## src/rtl/seven_segment_decoder.sv

```systemverilog
`default_nettype none
// ============================================================================
// Module      : seven_segment_decoder
// Description : Receive-side checker for a two-digit multiplexed 7-segment
//               bus. Tracks digit-select alternation, decodes the segment
//               patterns, and publishes a tens/units BCD pair once the same
//               legal frame has been seen STABLE_FRAMES times in a row.
// Revision    : 1.0 - initial release
// ============================================================================
module seven_segment_decoder #(
    parameter int STABLE_FRAMES = 2
) (
    input  logic       clk,
    input  logic       reset,
    input  logic [6:0] segments,
    input  logic       digit,
    output logic [3:0] ten_count,
    output logic [3:0] unit_count,
    output logic       valid,
    output logic       locked,
    output logic       err_pattern,
    output logic       err_digit
);

    localparam logic [3:0] C_STABLE = 4'(STABLE_FRAMES);

    typedef enum logic [1:0] {
        HUNT        = 2'd0,
        EXPECT_TEN  = 2'd1,
        EXPECT_UNIT = 2'd2
    } state_t;

    state_t     r_state;
    state_t     w_state_next;

    logic [3:0] r_unit_val;
    logic       r_unit_legal;
    logic [3:0] r_cand_ten;
    logic [3:0] r_cand_unit;
    logic [3:0] r_match;

    logic [3:0] w_seg_val;
    logic       w_seg_legal;
    logic       w_capture_unit;
    logic       w_frame_done;
    logic       w_err_digit;
    logic       w_frame_legal;
    logic       w_same;
    logic [3:0] w_match_next;
    logic       w_publish;

    // Exact-match decode of the current segment bus; anything else is illegal.
    always_comb begin
        w_seg_val   = 4'd0;
        w_seg_legal = 1'b1;
        case (segments)
            7'b0111111: w_seg_val = 4'd0;
            7'b0000110: w_seg_val = 4'd1;
            7'b1011011: w_seg_val = 4'd2;
            7'b1001111: w_seg_val = 4'd3;
            7'b1100110: w_seg_val = 4'd4;
            7'b1101101: w_seg_val = 4'd5;
            7'b1111100: w_seg_val = 4'd6;
            7'b0000111: w_seg_val = 4'd7;
            7'b1111111: w_seg_val = 4'd8;
            7'b1100111: w_seg_val = 4'd9;
            default:    w_seg_legal = 1'b0;
        endcase
    end

    // Digit-select sequencer state register.
    always_ff @(posedge clk) begin
        if (reset) begin
            r_state <= HUNT;
        end else begin
            r_state <= w_state_next;
        end
    end

    // Next-state and per-sample control strobes for the sequencer.
    always_comb begin
        w_state_next   = r_state;
        w_capture_unit = 1'b0;
        w_frame_done   = 1'b0;
        w_err_digit    = 1'b0;
        case (r_state)
            HUNT: begin
                // A tens sample before any units sample is simply ignored.
                if (!digit) begin
                    w_capture_unit = 1'b1;
                    w_state_next   = EXPECT_TEN;
                end
            end
            EXPECT_TEN: begin
                if (digit) begin
                    w_frame_done = 1'b1;
                    w_state_next = EXPECT_UNIT;
                end else begin
                    // Repeated units sample: newest one wins.
                    w_err_digit    = 1'b1;
                    w_capture_unit = 1'b1;
                end
            end
            EXPECT_UNIT: begin
                if (!digit) begin
                    w_capture_unit = 1'b1;
                    w_state_next   = EXPECT_TEN;
                end else begin
                    w_err_digit  = 1'b1;
                    w_state_next = HUNT;
                end
            end
            default: w_state_next = HUNT;
        endcase
    end

    // Frame evaluation: legality, candidate comparison and stability count.
    always_comb begin
        w_frame_legal = r_unit_legal & w_seg_legal;
        w_same        = (w_seg_val == r_cand_ten) && (r_unit_val == r_cand_unit);
        if (!w_same) begin
            w_match_next = 4'd1;
        end else if (r_match >= C_STABLE) begin
            w_match_next = C_STABLE;
        end else begin
            w_match_next = r_match + 4'd1;
        end
        // A replaced candidate always counts as a fresh arrival at the
        // threshold, which only matters when a single frame suffices.
        w_publish = w_frame_done && w_frame_legal && (w_match_next == C_STABLE)
                    && (!w_same || (r_match != C_STABLE));
    end

    // Datapath: unit capture, candidate tracking, published outputs and pulses.
    always_ff @(posedge clk) begin
        if (reset) begin
            r_unit_val   <= 4'd0;
            r_unit_legal <= 1'b0;
            r_cand_ten   <= 4'd0;
            r_cand_unit  <= 4'd0;
            r_match      <= 4'd0;
            ten_count    <= 4'd0;
            unit_count   <= 4'd0;
            valid        <= 1'b0;
            locked       <= 1'b0;
            err_pattern  <= 1'b0;
            err_digit    <= 1'b0;
        end else begin
            valid       <= 1'b0;
            err_pattern <= 1'b0;
            err_digit   <= w_err_digit;
            if (w_err_digit) begin
                locked <= 1'b0;
            end
            if (w_capture_unit) begin
                r_unit_val   <= w_seg_val;
                r_unit_legal <= w_seg_legal;
            end
            if (w_frame_done) begin
                if (!w_frame_legal) begin
                    err_pattern <= 1'b1;
                    locked      <= 1'b0;
                    r_match     <= 4'd0;
                end else begin
                    r_cand_ten  <= w_seg_val;
                    r_cand_unit <= r_unit_val;
                    r_match     <= w_match_next;
                    if (w_publish) begin
                        ten_count  <= w_seg_val;
                        unit_count <= r_unit_val;
                        valid      <= 1'b1;
                        locked     <= 1'b1;
                    end
                end
            end
        end
    end

endmodule
`default_nettype wire

```

## config.mk

```make
export PLATFORM = sky130hd
export DESIGN_NAME = seven_segment_decoder
export DESIGN_NICKNAME = d
export VERILOG_FILES = /design/src/rtl/seven_segment_decoder.sv
export SDC_FILE = /design/constraint.sdc
export NUM_CORES = 1
export LEC_CHECK = 0
export BUFFER_PORTS_ARGS = -buffer_cell sky130_fd_sc_hd__buf_2
export CORE_ASPECT_RATIO = 1.4
export CORE_UTILIZATION = 57
export CTS_BUF_LIST = sky130_fd_sc_hd__clkbuf_16
export CTS_CLUSTER_DIAMETER = 150
export DETAILED_ROUTE_END_ITERATION = 10
export HOLD_SLACK_MARGIN = 0.1
export PLACE_DENSITY = 0.79
export SLEW_MARGIN = 20
export SYNTH_ARGS = -nofsm -noshare
export SYNTH_HDL_FRONTEND = slang
export SYNTH_SLANG_ARGS = --single-unit
```

## constraint.sdc

```tcl
create_clock -name clk -period 2.6 [get_ports clk]
set_input_delay 0 -clock clk [delete_from_list [all_inputs] [get_ports clk]]
set_output_delay 0 -clock clk [all_outputs]
set_load 0.01 [all_outputs]
```

==> out/results.ini <==
[status]
status=completed

[timing]
fin_crit_ns=2.393
slew_viol_final=0
fmax_mhz=417.9
fin_worst_skew_ns=0.005787
fin_hold_ws_ns=0.1703
fin_crit_sh_pct=92.03
tightest_slew_ns=0.8008
finalSetupViolCount=0
rsz0062_at_grt=no
hold_viol_final=0
relSlewSlack_pct=46.25
fin_tns_setup_ns=0

[floorplan]
dieArea_sq_um=3184
rows=23
core-area_sq_um=2849
start_util_pct=59.20
die_w_um=47.98
die_height_um=66.36
ios=22

[layout]
antennaDiodeCount=0
multi_input_area_sq_um=1003
final_cell_mix=31 x dfxtp_1, 23 x nor2_1, 21 x buf_2
final_common_cell=dfxtp_1
area_growth_pct=16.47
nFillCells=226
utilization_pct=68.95
drive_gt1_share_pct=20.87
fin_cells=243
register_area_sq_um=620.6
nNetsFinal=217

[place]
place_inst=234
port_buffers=21
place_hpwl_um=2862
gp_congestion=0.7482

[power_and_ir_drop]
netSwitchingFraction_pct=21.51
p_sw_w=0.0002625
p_comb_share_pct=7.6
seqPwrFrac_pct=39.9
powerDensity_nw_per_um2=621.2
peakVddDrop_uv=615.3
power.share.clock_pct=52.6
p_total_w=0.001220
power_leakage_nw=0.6992
intPower_w=0.0009578

[worst_setup_path]
critPathLaunchType=flip-flop
cp_cell_sequence=inv_1 -> ha_1 -> nor3b_1 -> o21bai_1 -> a21oi_1 -> a21boi_1 -> a31oi_1 -> a211oi_1
cp.required_ns=2.78
max_stage_delay_ns=0.53
end_kind=flip-flop
cp_slowest_cell=a21boi_1
crit_fanout=7
crit_type=flip-flop to flip-flop
crit_arrival_ns=2.57
cp_top_family=compound AO/OA/AOI/OAI gates
cp.buffers_inverters=1

[global_route]
grtUsageTotal_pct=27.84
grt_pass1_wl_um=6189
grt_max_degree=30
antenna_found_initial=0
grt_pass1_vias=1484
overflow=0

[clocking]
cts_root_buf=clkbuf_16
post_cts_resized=0
clock_sinks=31
clk_path_buf_depth=2
h-tree-depth=2
clk_latency_ns=0.28
path_clk_slew_ns=0.05
cts_buffers=5
cts_tree=done

[yosys]
synthesis.area_sq_um=1687
ys_seq_area_share_pct=36.80
postSynthCellCount=184
synth_warnings=0
synth_edf_count=0
avgSynthCellArea_sq_um=9.166
async_flop_share_pct=0
ys_seq_elements=31
ys.flop_type=dfxtp_1
synth.distinct_cells=50
synthesis.nets=196

[worst_hold_path]
hp-class=input pin to flip-flop

[detailed_routing]
first_pass_iters=4
drc=0
drt_iter0_markers=50
via_per_inst=6.140
ant_nets=0
totalWireLength_um=4014
vias=1492
avgRoutedWirePerCell_um=16.52

[job]
drv_cap=0

state kept, by name, summed over array words and instances, names as in the netlist:
signal        count
r_cand_unit       4
locked            1
err_digit         1
r_state           2
r_cand_ten        4
unit_count        4
valid             1
r_match           4
err_pattern       1
r_unit_legal      1
r_unit_val        4
ten_count         4
cell type report:
class	instances	share of cell area (%)
multi-input cells	142	51.08
flip-flops and latches	31	31.59
clock buffers	5	6.369
repair buffers	23	6.242
well taps	37	2.357
clock inverters	3	1.975
inverters	2	0.3822
cell usage after synthesis, types with 2 or more instances:
library cell	count	share of area (%)
nor4_2	2	1.5
o31ai_1	7	3.1
buf_4	3	1.3
nor3_2	2	1.2
buf_2	2	0.59
nand3b_1	5	2.2
and3_1	2	0.74
nand3_2	2	1.2
ha_1	2	1.5
nor3_1	4	1.2
nand2_1	9	2.0
a211oi_1	6	2.7
a21oi_1	12	3.6
clkbuf_1	3	0.67
nand4_1	9	3.3
inv_1	2	0.45
xnor2_1	6	3.1
a21boi_1	2	0.89
and2_1	4	1.5
or3b_1	2	1.0
nor3b_1	2	0.89
nor2_1	23	5.1
nor2b_1	2	0.74
nor4_1	2	0.74
a31oi_1	2	0.74
dfxtp_1	31	37
mux2i_1	8	4.7
nand2b_1	2	0.74
a311oi_1	2	1.0
or3_1	2	0.74
o21ai_1	3	0.89
per-layer routing:
| metal | global-route usage, % | vias up | part of all wire (%) |
|---|---|---|---|
| li1 | - | 728 | - |
| met4 | 15.63 | 0 | 3.4 |
| met5 | 0 | - | 0 |
| met1 | 25.55 | 707 | 38 |
| met3 | 7.377 | 17 | 3.1 |
| met2 | 50.84 | 40 | 55 |
repair_timing:
item	in CTS	in global routing
hold endpoints to repair	1	0
setup buffers	0	0
setup endpoints to repair	0	0
hold buffers	1	0
power groups by stage:
| stage | Clock [W] | Combinational [W] | Sequential [W] |
|---|---|---|---|
| 3_3_place_gp | 0 | 0.0000840 | 0.000495 |
| 6_report | 0.000641 | 0.0000926 | 0.000486 |
| 5_1_grt | 0.000673 | 0.000100 | 0.000486 |
| 2_1_floorplan | 0 | 0.0000685 | 0.000495 |
| 3_5_place_dp | 0 | 0.0000887 | 0.000496 |
| 4_1_cts | 0.000657 | 0.0000912 | 0.000486 |
cell families after synthesis:
group / share of synthesized area [%]
buffers and inverters: 3.709
xor gates and xnor gates: 4.600
DFF: 36.80
adders and majority gates: 1.483
muxes: 5.638
AOI/OAI and AO/OA: 20.62
and+or+nand+nor: 27.15
stage by stage:
stage	cell area, sq um	setup slack (ns)
global route	1964	0.1162
global placement	1790	0.5346
detailed placement	1790	0.4338
finish	1964	0.2073
CTS	1964	0.2748
floorplan	1687	0.6342
worst paths after layout:
| path | start | endpoint | slack, ns | cells past startpoint |
|---|---|---|---|---|
| setup reg to reg | r_match[0] | ten_count[2] | 0.21 | 8 |
| setup / recovery | r_match[0] | ten_count[2] | 0.21 | 8 |
| hold / removal | reset | r_cand_unit[0] | 0.17 | 2 |
| hold reg to reg | ten_count[3] | ten_count[3] | 0.48 | 2 |
(Power assumes the default switching activity.)
